[config.mk]
export PLATFORM = sky130hd
export DESIGN_NAME = mem_arbiter_flat
export DESIGN_NICKNAME = d
export VERILOG_FILES = /design/src/rtl/mem_arbiter_if.sv /design/src/rtl/mem_arbiter.sv /design/src/flat_wrapper.sv
export SDC_FILE = /design/constraint.sdc
export NUM_CORES = 1
export LEC_CHECK = 0
export CORE_AREA = 5 5 282 284
export DETAILED_ROUTE_END_ITERATION = 7
export DIE_AREA = 0 0 287 289
export HOLD_SLACK_MARGIN = 0.12
export PLACE_DENSITY = 0.3
export RECOVER_POWER = 25
export SLEW_MARGIN = 20
export SYNTH_ARGS = -nofsm -noshare
export SYNTH_HDL_FRONTEND = slang
export SYNTH_SLANG_ARGS = --single-unit
[constraint.sdc]
create_clock -name clk -period 1.3 [get_ports clk]
set_input_delay 0.195 -clock clk [delete_from_list [all_inputs] [get_ports clk]]
set_output_delay 0.195 -clock clk [all_outputs]
set_load 0.005 [all_outputs]
[src/rtl/mem_arbiter_if.sv]
// Signal bundle between mem_arbiter, the two L1 caches and the memory/L2 port.
// The slave modport is the arbiter's view; master is the surrounding caches and memory.
interface mem_arbiter_if #(
    parameter int unsigned ADDR_W = 28,
    parameter int unsigned LINE_W = 128
);
    logic              i_read;
    logic [ADDR_W-1:0] i_addr;
    logic [LINE_W-1:0] i_rdata;
    logic              i_ready;

    logic              d_read;
    logic              d_write;
    logic [ADDR_W-1:0] d_addr;
    logic [LINE_W-1:0] d_wdata;
    logic [LINE_W-1:0] d_rdata;
    logic              d_ready;

    logic              mem_read;
    logic              mem_write;
    logic [ADDR_W-1:0] mem_addr;
    logic [LINE_W-1:0] mem_wdata;
    logic [LINE_W-1:0] mem_rdata;
    logic              mem_ready;

    modport slave (
        input  i_read, i_addr, d_read, d_write, d_addr, d_wdata, mem_rdata, mem_ready,
        output i_rdata, i_ready, d_rdata, d_ready, mem_read, mem_write, mem_addr, mem_wdata
    );

    modport master (
        output i_read, i_addr, d_read, d_write, d_addr, d_wdata, mem_rdata, mem_ready,
        input  i_rdata, i_ready, d_rdata, d_ready, mem_read, mem_write, mem_addr, mem_wdata
    );
endinterface

[src/rtl/mem_arbiter.sv]
// Shares one line-granular memory port between the I-cache and D-cache, one transaction at a time.
// Define MEM_ARB_DPRIO_EN for fixed D-cache priority on ties; default is round-robin.
module mem_arbiter (
    input  logic         clk,
    input  logic         proc_reset_n,
    mem_arbiter_if.slave bus
);
    typedef enum logic [1:0] {
        IDLE    = 2'd0,
        GNT_I   = 2'd1,
        GNT_D   = 2'd2,
        RELEASE = 2'd3
    } state_t;

    state_t state;
    logic   i_req;
    logic   d_req;

    assign i_req = bus.i_read;
    assign d_req = bus.d_read | bus.d_write;

`ifdef MEM_ARB_DPRIO_EN
    // Grant sequencing: D wins every tie, no history kept
    always_ff @(posedge clk or negedge proc_reset_n) begin
        if (!proc_reset_n) begin
            state <= IDLE;
        end else begin
            case (state)
                IDLE: begin
                    if (d_req) begin
                        state <= GNT_D;
                    end else if (i_req) begin
                        state <= GNT_I;
                    end
                end
                GNT_I, GNT_D: begin
                    if (bus.mem_ready) begin
                        state <= RELEASE;
                    end
                end
                RELEASE: state <= IDLE;
                default: state <= IDLE;
            endcase
        end
    end
`else
    logic last_d;  // 1 when the D-cache completed the most recent transaction

    // Grant sequencing: on a tie the requester that did not complete last wins
    always_ff @(posedge clk or negedge proc_reset_n) begin
        if (!proc_reset_n) begin
            state  <= IDLE;
            last_d <= 1'b1;
        end else begin
            case (state)
                IDLE: begin
                    if (i_req && (!d_req || last_d)) begin
                        state <= GNT_I;
                    end else if (d_req) begin
                        state <= GNT_D;
                    end
                end
                GNT_I: begin
                    if (bus.mem_ready) begin
                        state  <= RELEASE;
                        last_d <= 1'b0;
                    end
                end
                GNT_D: begin
                    if (bus.mem_ready) begin
                        state  <= RELEASE;
                        last_d <= 1'b1;
                    end
                end
                RELEASE: state <= IDLE;
                default: state <= IDLE;
            endcase
        end
    end
`endif

    // Memory-side mux: the registered grant selects which cache drives the port
    always_comb begin
        bus.mem_read  = 1'b0;
        bus.mem_write = 1'b0;
        bus.mem_addr  = '0;
        bus.mem_wdata = '0;
        case (state)
            GNT_I: begin
                bus.mem_read = bus.i_read;
                bus.mem_addr = bus.i_addr;
            end
            GNT_D: begin
                // Write wins if a faulty D-cache raises both strobes
                bus.mem_write = bus.d_write;
                bus.mem_read  = bus.d_read & ~bus.d_write;
                bus.mem_addr  = bus.d_addr;
                bus.mem_wdata = bus.d_wdata;
            end
            default: begin
            end
        endcase
    end

    assign bus.i_ready = bus.mem_ready & (state == GNT_I);
    assign bus.d_ready = bus.mem_ready & (state == GNT_D);
    assign bus.i_rdata = bus.mem_rdata;
    assign bus.d_rdata = bus.mem_rdata;
endmodule

[src/flat_wrapper.sv]
// flat-port wrapper written by rule: the top's interface ports become plain ports
module mem_arbiter_flat 
  (clk, proc_reset_n, bus_i_read, bus_i_addr, bus_d_read, bus_d_write, bus_d_addr, bus_d_wdata, bus_mem_rdata, bus_mem_ready, bus_i_rdata, bus_i_ready, bus_d_rdata, bus_d_ready, bus_mem_read, bus_mem_write, bus_mem_addr, bus_mem_wdata);
  mem_arbiter_if #(.ADDR_W((28)), .LINE_W((128))) bus_i ();
  input  logic clk;
  input  logic proc_reset_n;
  input wire logic [$bits(bus_i.i_read)-1:0] bus_i_read;
  input wire logic [$bits(bus_i.i_addr)-1:0] bus_i_addr;
  input wire logic [$bits(bus_i.d_read)-1:0] bus_d_read;
  input wire logic [$bits(bus_i.d_write)-1:0] bus_d_write;
  input wire logic [$bits(bus_i.d_addr)-1:0] bus_d_addr;
  input wire logic [$bits(bus_i.d_wdata)-1:0] bus_d_wdata;
  input wire logic [$bits(bus_i.mem_rdata)-1:0] bus_mem_rdata;
  input wire logic [$bits(bus_i.mem_ready)-1:0] bus_mem_ready;
  output wire logic [$bits(bus_i.i_rdata)-1:0] bus_i_rdata;
  output wire logic [$bits(bus_i.i_ready)-1:0] bus_i_ready;
  output wire logic [$bits(bus_i.d_rdata)-1:0] bus_d_rdata;
  output wire logic [$bits(bus_i.d_ready)-1:0] bus_d_ready;
  output wire logic [$bits(bus_i.mem_read)-1:0] bus_mem_read;
  output wire logic [$bits(bus_i.mem_write)-1:0] bus_mem_write;
  output wire logic [$bits(bus_i.mem_addr)-1:0] bus_mem_addr;
  output wire logic [$bits(bus_i.mem_wdata)-1:0] bus_mem_wdata;
  assign bus_i.i_read = bus_i_read;
  assign bus_i.i_addr = bus_i_addr;
  assign bus_i.d_read = bus_d_read;
  assign bus_i.d_write = bus_d_write;
  assign bus_i.d_addr = bus_d_addr;
  assign bus_i.d_wdata = bus_d_wdata;
  assign bus_i.mem_rdata = bus_mem_rdata;
  assign bus_i.mem_ready = bus_mem_ready;
  assign bus_i_rdata = bus_i.i_rdata;
  assign bus_i_ready = bus_i.i_ready;
  assign bus_d_rdata = bus_i.d_rdata;
  assign bus_d_ready = bus_i.d_ready;
  assign bus_mem_read = bus_i.mem_read;
  assign bus_mem_write = bus_i.mem_write;
  assign bus_mem_addr = bus_i.mem_addr;
  assign bus_mem_wdata = bus_i.mem_wdata;
  mem_arbiter u_core (.clk(clk), .proc_reset_n(proc_reset_n), .bus(bus_i));
endmodule
-- Word-level counts from Yosys, hierarchy flattened
Cells that the tools add are included.
- eq/ne operators: 7
- multiplexer cells: 11
- bitwise logic cells: 5
- reductions and logical operators: 8
- operators with widths (kind ; count):
    $mux W128 ; 1
    $pmux W28 S2 ; 1
    $mux W2 ; 3
    $pmux W2 S3 ; 1
    $eq A2 B2 Y1 const B ; 2
    $ne A2 B2 Y1 const B ; 2
    $pmux W1 S2 ; 2
    $and A1 B1 Y1 ; 3
    $mux W1 ; 3
    $ne A3 B1 Y1 const B ; 1
    $reduce_and A3 Y1 ; 1
    $eq A2 B1 Y1 const B ; 1
    $logic_not A2 Y1 ; 1
    $ne A2 B1 Y1 const B ; 1
    $reduce_and A2 Y1 ; 1
    $reduce_bool A2 Y1 ; 1
    $reduce_or A2 Y1 ; 1
    $logic_and A1 B1 Y1 ; 1
    $logic_not A1 Y1 ; 1
    $logic_or A1 B1 Y1 ; 1
    $not A1 Y1 ; 1
    $or A1 B1 Y1 ; 1
- bits in registers: 3
- bits of input ports: 318
- output and inout port bits: 416
- word-level logic and storage cells: 33

-- Depth between registers and ports, before layout
Gate-level depths: netlist of run 1.
- word-level depth: 6
- depth in mapped cells: 5
- mapped depth without buffers: 5

-- Worst setup path after synthesis of run 1
Ideal clock, no wire load.
- path kind: flip-flop to output port
- start: register u_core.state[0]
- end: output port bus_mem_addr[0]
- arrival: 1218 ps
- required time: 1105 ps
- path slack: -113 ps
- cell stages (with the launch flop): 6
- buffers on the path: 2
- cell sequence: dfrtp_1 -> inv_1 -> ha_1 -> buf_2 -> clkbuf_1 -> nor2b_1
- cells in the longest elaborated chain, start to end: 2
- elaborated cells on any way between the ends: 3
- classes of those cells: 2 x eq/ne; 1 x mux
- RTL lines (what ; RTL line ; text):
    start: declaration ; mem_arbiter.sv:15 ; state_t state;
    start signal: assignment ; mem_arbiter.sv:52 ; state <= IDLE;
    start signal: assignment ; mem_arbiter.sv:58 ; state <= GNT_I;
    start signal: assignment ; mem_arbiter.sv:60 ; state <= GNT_D;
    $eq A2 B2 Y1 / $eq A2 B1 Y1 (equally long branches) ; mem_arbiter.sv:88 ; case (state)
    $pmux W28 S2 * ; mem_arbiter.sv:88 ;
    end: declaration ; flat_wrapper.sv:21 ; output wire logic [$bits(bus_i.mem_addr)-1:0] bus_mem_addr;
Every way passes the cells marked *; elsewhere a longest branch is shown, timed or not.

-- Worst setup path after layout of run 1
- start: register u_core.state[0]
- end: output port bus_mem_addr[26]
The elaborated chain is that of the path after synthesis.

==> results of run 1 <==
through the flow:
stage / cells / util
global placement: 1635 / 0.0860
CTS: 1700 / 0.0998
finish: 1703 / 0.105
global route: 1703 / 0.105
floorplan: 489 / -
detailed placement: 1635 / 0.0860
power by group:
group          switching, mW  total, mW  internal [mW]
combinational           4.91       14.0           9.08
sequential            0.0536      0.212          0.159
clock                 0.0800      0.484          0.404
flip-flops by register name, indices dropped and copies added, names as in the netlist:
name and cells:
u_core.last_d 1, u_core.state 2
layout by cell type (no fill, tap or decap), types with 2 or more instances in the layout:
cell type	netlist	final
buf_2	5	47
clkdlybuf4s15_1	0	3
nor2b_2	0	14
clkbuf_16	0	4
clkdlybuf4s50_1	0	189
buf_8	0	19
buf_16	0	5
nor2b_4	0	3
and2_4	0	106
a22oi_2	0	28
clkdlybuf4s15_2	0	3
a21oi_2	0	2
inv_2	0	2
clkbuf_2	1	2
buf_6	10	147
and2_1	130	24
nor2b_1	29	12
dfrtp_1	2	2
ha_4	0	3
buf_4	258	18
buf_12	0	15
timing repair:
action | CTS | global route
endpoints found under the setup margin | 163 | 163
buffers inserted | 52 | 20
hold buffers | 0 | 0
cloned | 10 | 1
gates resized for setup | 783 | 208
pin swaps | 18 | 23
area by class of cell:
cell class | count | area [µm²] | area share
clock buffers | 4 | 78.8 | 0.00975
inverters | 3 | 16.3 | 0.00201
multi-input cells | 204 | 1870 | 0.232
flip-flops and latches | 3 | 76.3 | 0.00944
well taps | 1040 | 1300 | 0.161
repair buffers | 449 | 4740 | 0.586
final timing paths:
check / from / end / slack [ps] / depth (start not counted)
max in group asynchronous: proc_reset_n / u_core.last_d / 840 / 1
worst min-delay path: proc_reset_n / u_core.state[1] / 200 / 1
worst min register to register: u_core.last_d / u_core.last_d / 550 / 1
worst max-delay path: u_core.state[0] / bus_mem_addr[26] / -630 / 8
min in group clk: bus_mem_rdata[38] / bus_i_rdata[38] / 390 / 0
worst max register to register: u_core.state[1] / u_core.state[1] / -410 / 7
layer usage:
metal | track usage | vias to the layer above | part of all wire
li1 | - | 1611 | -
met1 | 0.0377 | 1646 | 0.27
met2 | 0.0862 | 544 | 0.48
met3 | 0.0497 | 24 | 0.23
met4 | 0.0103 | 4 | 0.021
met5 | 0.0145 | - | 0.0070
cell families (layout without fill, tap and decap cells):
group | count (synthesis) | count (layout) | synth area share
flops | 3 | 3 | 0.0216
simple gates | 165 | 165 | 0.292
fa+ha+maj | 3 | 3 | 0.0106
buf+inv | 282 | 456 | 0.598
compound gates | 36 | 36 | 0.0774
==> impl_results.md, run 1 <==
* Total CTS buffers at 3
* Worst EP arrival at ~1700 ps
* Net count, final at about 990
* Post-place setup slack at -730 ps
* CP peak stage delay at 380 ps
* WHS at 200 ps
* Required time worst endpoint at between 1000 and 1500 ps
* Post-layout total power at 14.7 mW
* Syn avg cell area at between 7 and 8 µm²
* Worst VDD drop at 1.31 mV
* Cell with the most instances after synthesis: buf_4
* Detailed Routing Iterations Pass 1 at 3
* CTS tree: done
* CP Capture Type: primary output
* Worst Slack Setup Final at -630 ps
* Synthesized area at approximately 3500 µm²
* PwrDens at 1820 nW/µm²
* Area growth from synthesis to layout at 129%
* Synth Warn # at 0
* Die X at ~290 µm
* Max-slew headroom at 0.801
* Post-synth top flop: dfrtp_1
* Routed WL at between 20,000 and 25,000 µm
* Die Y-Extent at 289 µm
* Number of antenna violations at the first check in global routing at 0
* Core Rows at 102
* Initial Util at 0.0459
* Commonest cells in the synthesized netlist: 258 x buf_4, 130 x and2_1, 29 x nor2b_1
* Design area at approximately 8100 µm²
* DRC at 0
* Vias after detailed routing at 3,829
* Slowest-stage cell, CP: dfrtp_1
* Period utilisation layout at 1.48
* DIE AREA at 82,900 µm²
* Via-to-Cell Ratio at 2.25
* Worst Tran Pin Value at 299 ps
* # setup viols final at 163
* Antenna viol nets, final at 0
* Slew Viols, Final at 0
* HPWL Detailed at ~18,000 µm
* Ys async rst share at 1.00
* Post-Route Setup TNS at -76,590 ps
* Fill cells at 8,932
* Number of buffers on the longest clock path at 2
* CTS H-tree lvls at 1
* Root buffer cell: clkbuf_16
* Congestion Overflow GR at 0
* Buf+Inv Stages, Crit Path at 5
* Final Hold Fails at 0
* Worst skew pair latency at 220 ps
* Type of the worst min-delay path: in2async
* Vias in the first global route at 4,271
* Status: finished, violations left
* Gr usage total at 0.0492
* Placed inst area at 6610 µm²
* IO Port Bufs at roughly 350
* Most frequent cell on the critical path: buf_12
* Clk pin slew, worst setup/hold paths at about 30 ps
* Max Cap Viol at 0
* Layout cells sized above 1 at 0.641
* Cell variety after synth at 24
* Crit path max-delay family: buffers and inverters
* First-pass GRT wire length at 29,600 µm
* Ant diodes at 0
* CP Max Fanout at 7
* Syn Nets at 810
* Final Skew at 2.20 ps
* #FFs+latches synth at 3
* RSZ-0062 raised after global routing: true
* Top post-synthesis cells by area: buf_4 55%, and2_1 23%, a22oi_1 6.0%
* Startpoint Class: flip-flop
* Max Fclk at 518 MHz
* Final GP Congestion at 0.763
* DRT iter0 DRCs at 53
* Placeable Area at 76,800 µm²
* Yosys top cell by area: buf_4
* Routed len/inst at 13.7 µm
* Sequential-to-total area share from yosys stat at 0.0216
* EDFF count, synth at 0
* Violated checks: setup timing
* Post-Synthesis Cells at 489
* CTS Sinks at 3
* LEAKAGE at roughly 3.2 nW
* CP Cell Sequence: inv_2 > ha_4 > buf_12 > buf_12 > buf_12 > a22oi_2 > nor2b_2 > buf_2
* I/O Pins at about 730
* Final period demand of the worst path at 1930 ps
* Top-area cell type share of the netlist area at 0.549
* WS Path Type: reg2out
* Largest net degree at the start of global routing at 16
Note: power is estimated with default switching activity, not from simulation.
==> run 2: changes to the inputs <==
- SETUP_SLACK_MARGIN: unset -> 0.5
==> impl_results.md, run 2 (synthesized netlist as in run 1, its figures left out) <==
* Violated checks: setup timing
* Period utilisation layout at 1.56 (+0.0732)
* # setup viols final at 163 (unchanged)
* Total CTS buffers at 3 (unchanged)
* Number of antenna violations at the first check in global routing at 4 (+4)
* Share of total power in combinational logic at 0.958 (+0.005)
* Sequential Power Share at 0.013 (about the same)
* Final Hold Fails at 0 (unchanged)
* Util after Layout at 0.112 (+0.00664)
* Detailed Routing Iterations Pass 1 at 4 (+1)
* Worst Tran Pin Value at 248 ps (-51.2 ps)
* Commonest non-fill, non-tap cell in the layout: clkdlybuf4s50_1
* Placed inst area at 6640 µm² (+0.42%)
* Final period demand of the worst path at 2030 ps (+95.2 ps)
* Internal at 10.9 mW (+14%)
* Largest reg by FF count: u_core.state
* Status: finished, violations left
* Met3 wire len at 4580 µm (-14%)
* Design area at 8600 µm² (+6.3%)
* Cts hold-fix bufs at 0 (unchanged)
* HPWL Detailed at 17,800 µm (-0.94%)
* Buf+Inv Stages, Crit Path at 7 (+2)
* Final Skew at 0.697 ps (-1.50 ps)
* Via-to-Cell Ratio at 2.26 (+0.60%)
* Routed WL at 24,100 µm (+3.0%)
* CTS Sinks at 3 (unchanged)
* Net count, final at 1,009 (+2.4%)
* Gr usage total at 0.0480 (-0.00120)
* Worst EP arrival at 1830 ps (+90 ps)
* Max Fclk at 494 MHz (-4.7%)
* CP Max Fanout at 6 (-1)
* Cells after DPL at 1,623 (-0.73%)
* Reg2reg end: u_core.state[1]
* Initial Util at 0.0459 (unchanged)
* PwrDens at 1900 nW/µm² (+4.8%)
* Number of buffers on the longest clock path at 2 (unchanged)
* CP Cell Sequence: ha_4 > buf_12 > buf_12 > buf_6 > buf_16 > buf_8 > buf_6 > and2_4 > buf_6
* Die X at 287 µm (unchanged)
* WS Path Type: reg2out
* Largest regs: u_core.state (2), u_core.last_d (1)
* Max-slew headroom at 0.834 (+0.0336)
* CTS H-tree lvls at 1 (unchanged)
* CP peak stage delay at 420 ps (+40 ps)
* Register-to-register setup slack at -440 ps (-30 ps)
* Antenna viol nets, final at 0 (unchanged)
* Vias in the first global route at 4,164 (-2.5%)
* DRC at 0 (unchanged)
* DIE AREA at 82,900 µm² (unchanged)
* CP Capture Type: primary output
* Worst R2R Start: u_core.state[1]
* Root buffer cell: clkbuf_16
* Worst skew pair latency at 220 ps (about the same)
* Clock power frac at 0.029 (-0.004)
* Vias after detailed routing at 3,913 (+2.2%)
* Routed len/inst at 13.9 µm (+1.4%)
* Switching Share at 0.331 (-0.0120)
* Max Cap Viol at 0 (unchanged)
* WL met2 at 11,500 µm (+3.3%)
* Type of the worst min-delay path: in2async
* Worst VDD drop at 0.984 mV (-25%)
* Post-Route Setup TNS at -89,280 ps (-12,690 ps)
* Layout cells sized above 1 at 0.674 (+0.0329)
* DRT iter0 DRCs at 55 (+3.8%)
* Crit path max-delay family: buffers and inverters
* Max reg flops at 2 (unchanged)
* Required time worst endpoint at 1110 ps (about the same)
* Switching power at 5.42 mW (+7.6%)
* Worst Slack Setup Final at -726 ps (-95.2 ps)
* LEAKAGE at 3.44 nW (+7.6%)
* Die Y-Extent at 289 µm (unchanged)
* Startpoint Class: flip-flop
* Area growth from synthesis to layout at 144%
* Slew Viols, Final at 0 (unchanged)
* RSZ-0062 raised after global routing: true
* WHS at 239 ps (+38.4 ps)
* Placeable Area at 76,800 µm² (unchanged)
* Most frequent cell on the critical path: buf_6
* Congestion Overflow GR at 0 (unchanged)
* CTS tree: done
* Worst reg2reg path depth at 7 (unchanged)
* I/O Pins at 734 (unchanged)
* Final GP Congestion at 0.745 (-2.3%)
* Most frequent cells in the layout: 188 x clkdlybuf4s50_1, 171 x buf_6, 118 x and2_4
* Metal-1 WL at 7530 µm (+19%)
* Top layer in use: met4
* Core Rows at 102 (unchanged)
* Final std cells w/o fill at 1,730 (+1.6%)
* Slowest-stage cell, CP: dfrtp_2
* Clk pin slew, worst setup/hold paths at 30 ps (about the same)
* Largest net degree at the start of global routing at 31 (+15)
* First-pass GRT wire length at 29,300 µm (-0.75%)
* IO Port Bufs at 349 (unchanged)
[run 2: repair_timing]
item / in CTS / in global routing
setup endpoints to repair: 163 / 163
gates resized for setup: 627 / 336
cloned: 11 / 7
buffers inserted: 47 / 35
pin swaps: 6 / 17
[run 2: power groups by stage]
stage	registers (mW)	clock network [mW]	logic [mW]
after detailed placement	0.212	0	8.63
after floorplan	0.201	0	4.59
after global placement	0.211	0	8.83
after CTS	0.209	0.487	12.3
after global routing	0.217	0.500	16.7
final	0.209	0.482	15.7
[run 2: layout make-up]
cell class | count | area [µm²]
inverter | 3 | 13.8
timing repair buffer | 473 | 5190
fill | 8850 | 68200
antenna | 3 | 7.51
sequential | 3 | 77.6
clock buffer | 4 | 78.8
tap | 1040 | 1300
multi-input combinational | 204 | 1930
[run 2: routing by layer]
layer  vias to the layer above  track usage
met5                         -            0
met4                         0       0.0112
li1                       1664            -
met1                      1705       0.0444
met3                        30       0.0412
met2                       514       0.0809
[run 2: worst reg2reg max path, stage by stage (launching register included)]
cell      delay [ps]
dfrtp_2          420
buf_4            150
inv_4             60
ha_4             210
buf_4            130
buf_6            120
a21boi_2         160
o32a_2           360
[run 2: worst max path at each step]
stage	slack (ps)	end	depth (start not counted)	startpoint
finish	-730	bus_mem_wdata[100]	9	u_core.state[1]
global route	-760	bus_mem_wdata[112]	10	u_core.state[0]
CTS	-850	bus_mem_write	7	u_core.state[0]
detailed placement	-680	bus_mem_addr[13]	6	u_core.state[0]
global placement	-700	bus_mem_addr[13]	6	u_core.state[0]
floorplan	-30	u_core.state[1]	4	u_core.state[1]
[run 2: through the flow]
stage	total power [mW]	setup WS (ps)
after floorplan	4.79	-27.4
after global placement	9.04	-700
after detailed placement	8.84	-683
after CTS	13.0	-848
after global routing	17.4	-763
final	16.4	-726
==> RTL edit: new RTL, flow settings as in run 2 <==
Add a define of `MEM_ARB_DPRIO_EN`.
--- a/src/rtl/mem_arbiter.sv
+++ b/src/rtl/mem_arbiter.sv
@@ -2,2 +2,4 @@
 // Define MEM_ARB_DPRIO_EN for fixed D-cache priority on ties; default is round-robin.
+`define MEM_ARB_DPRIO_EN
+
 module mem_arbiter (
Behaviour: not the same (a bounded check fails within 4 cycles, from zero or initial values and one cycle with proc_reset_n low).
==> RTL edit against run 2 <==
The run still ends with negative setup slack left. Via count is 3.1% lower. Non-clock buffer count shrank 17. Die area is the same. Worst setup slack improved by 11 ps. Cell area shrank 6.4%. Area after synthesis decreased by 3.2%. Largest cell class unchanged. Clock skew decreased by 0.64 ps. Sequential cell count decreased by 1. Wire length decreased by 3.8%. Largest power group unchanged. Utilization fell by 0.72 points. Power down 2.3%. Critical endpoint is now bus_mem_wdata[83]. Clock power shrank 4.4%.
==> RTL edit: results (changes against run 2) <==
metric,value,unit,change
dpl.cell_count,1618,,-0.31%
grt_pass1_vias,4071,,-2.2%
wl_per_cell,13.6,um,-2.6%
gr-usage-met2,0.0722,,-0.00871
n_antenna_cell,0,,-3
run_status,finished with violations,,
fin_skew,0.0550,ps,-0.642 ps
synth_area_leaders,"buf_4 56%, and2_1 24%, a22oi_1 6.2%",,
top_regs,u_core.state (2),,
grt_max_degree,20,,-35%
first_pass_iters,4,,unchanged
synthArstFlopShare,1.00,,unchanged
route.top_layer_used,met5,,
power_leakage,3.22,nW,-6.2%
finalNetCount,992,,-1.7%
violations,negative setup slack,,
met3_length,5.09,mm,+11%
synth_cell_type_count,18,,-25%
finalSetupTns,-85940,ps,+3340 ps
drive_gt1_frac,0.619,,-0.0551
setup_viol,162,,-0.61%
place_area,0.00645,mm^2,-2.9%
cp_max_fo,4,,-2
grt_pass1_wl,28.1,mm,-4.2%
use_met1,0.0424,,-0.00204
met1_length,7.58,mm,+0.60%
path_clk_slew,30,ps,about the same
grt_antenna_before_repair,1,,-3
netlist_top_cells_count,"256 x buf_4, 132 x and2_1, 29 x nor2b_1",,
vias_per_cell,2.22,,-1.9%
slew_headroom,0.824,,-0.0101
max-vdd-ir-drop,0.757,mV,-23%
synth_cells,489,,unchanged
drtIter0Drc,43,,-22%
fillerInstances,8923,,+0.82%
crit_path_top_delay_cell,dfrtp_1,,
ys_seq_area_frac,0.0147,,-0.00699
dr_wl_met2,10.1,mm,-12%
stdcell_count,1709,,-1.2%
gp_congestion,0.760,,+2.0%
track_usage,0.0461,,-0.00193
cp_top_family,buffers and inverters,,
fin_ws,-715,ps,+10.9 ps
synth_top_cell_area_share,0.563,,+0.0135
dp_hpwl,16.8,mm,-5.7%
insertion_delay,220,ps,about the same
grtUsageMet3,0.0474,,+0.00622
htreeDepth,1,,unchanged
-- RTL edit: layout make-up --
class                      count  area [um^2]  share of cell area
multi-input combinational    205         1830               0.227
clock buffer                   3         75.1             0.00933
inverter                       3         16.3             0.00202
tap                         1040         1300               0.162
sequential                     2         50.0             0.00622
timing repair buffer         456         4770               0.593
-- RTL edit: cells by family (layout without fill, tap and decap cells) --
logic type	after synthesis	after routing	synth area share
adder cells (fa/ha/maj)	3	3	0.0110
AO/OA/AOI/OAI	36	36	0.0751
AND/OR/NAND/NOR	166	166	0.302
buffers and inverters	282	462	0.598
flip-flops	2	2	0.0147
-- RTL edit: worst paths after layout --
check,from,endpoint,slack [ps],depth (start not counted)
setup / recovery,u_core.state[1],bus_mem_wdata[83],-710,9
hold / removal,proc_reset_n,u_core.state[0],210,1
setup reg to reg,u_core.state[0],u_core.state[1],-340,9
hold reg to reg,u_core.state[0],u_core.state[0],790,3
max in group asynchronous,proc_reset_n,u_core.state[1],970,1
min in group clk,bus_mem_rdata[15],bus_d_rdata[15],390,0
-- RTL edit: per-stage QoR --
stage / utilization / worst slack (ps)
after floorplan: - / 51.5
after global placement: 0.0839 / -727
after detailed placement: 0.0839 / -695
after CTS: 0.0920 / -815
after global routing: 0.105 / -752
final: 0.105 / -715
-- RTL edit: where the power goes --
| group | total [mW] | switching [mW] | leakage [nW] | internal, mW |
|---|---|---|---|---|
| registers | 0.130 | 0.0318 | 0.0236 | 0.0985 |
| logic | 15.4 | 5.34 | 3.16 | 10.1 |
| clock network | 0.461 | 0.0698 | 0.0370 | 0.391 |
-- RTL edit: what timing repair did --
item	CTS	global route
pin swaps	6	14
gates cloned	7	6
endpoints found under the setup margin	162	162
buffers inserted	34	41
resized for setup	461	396
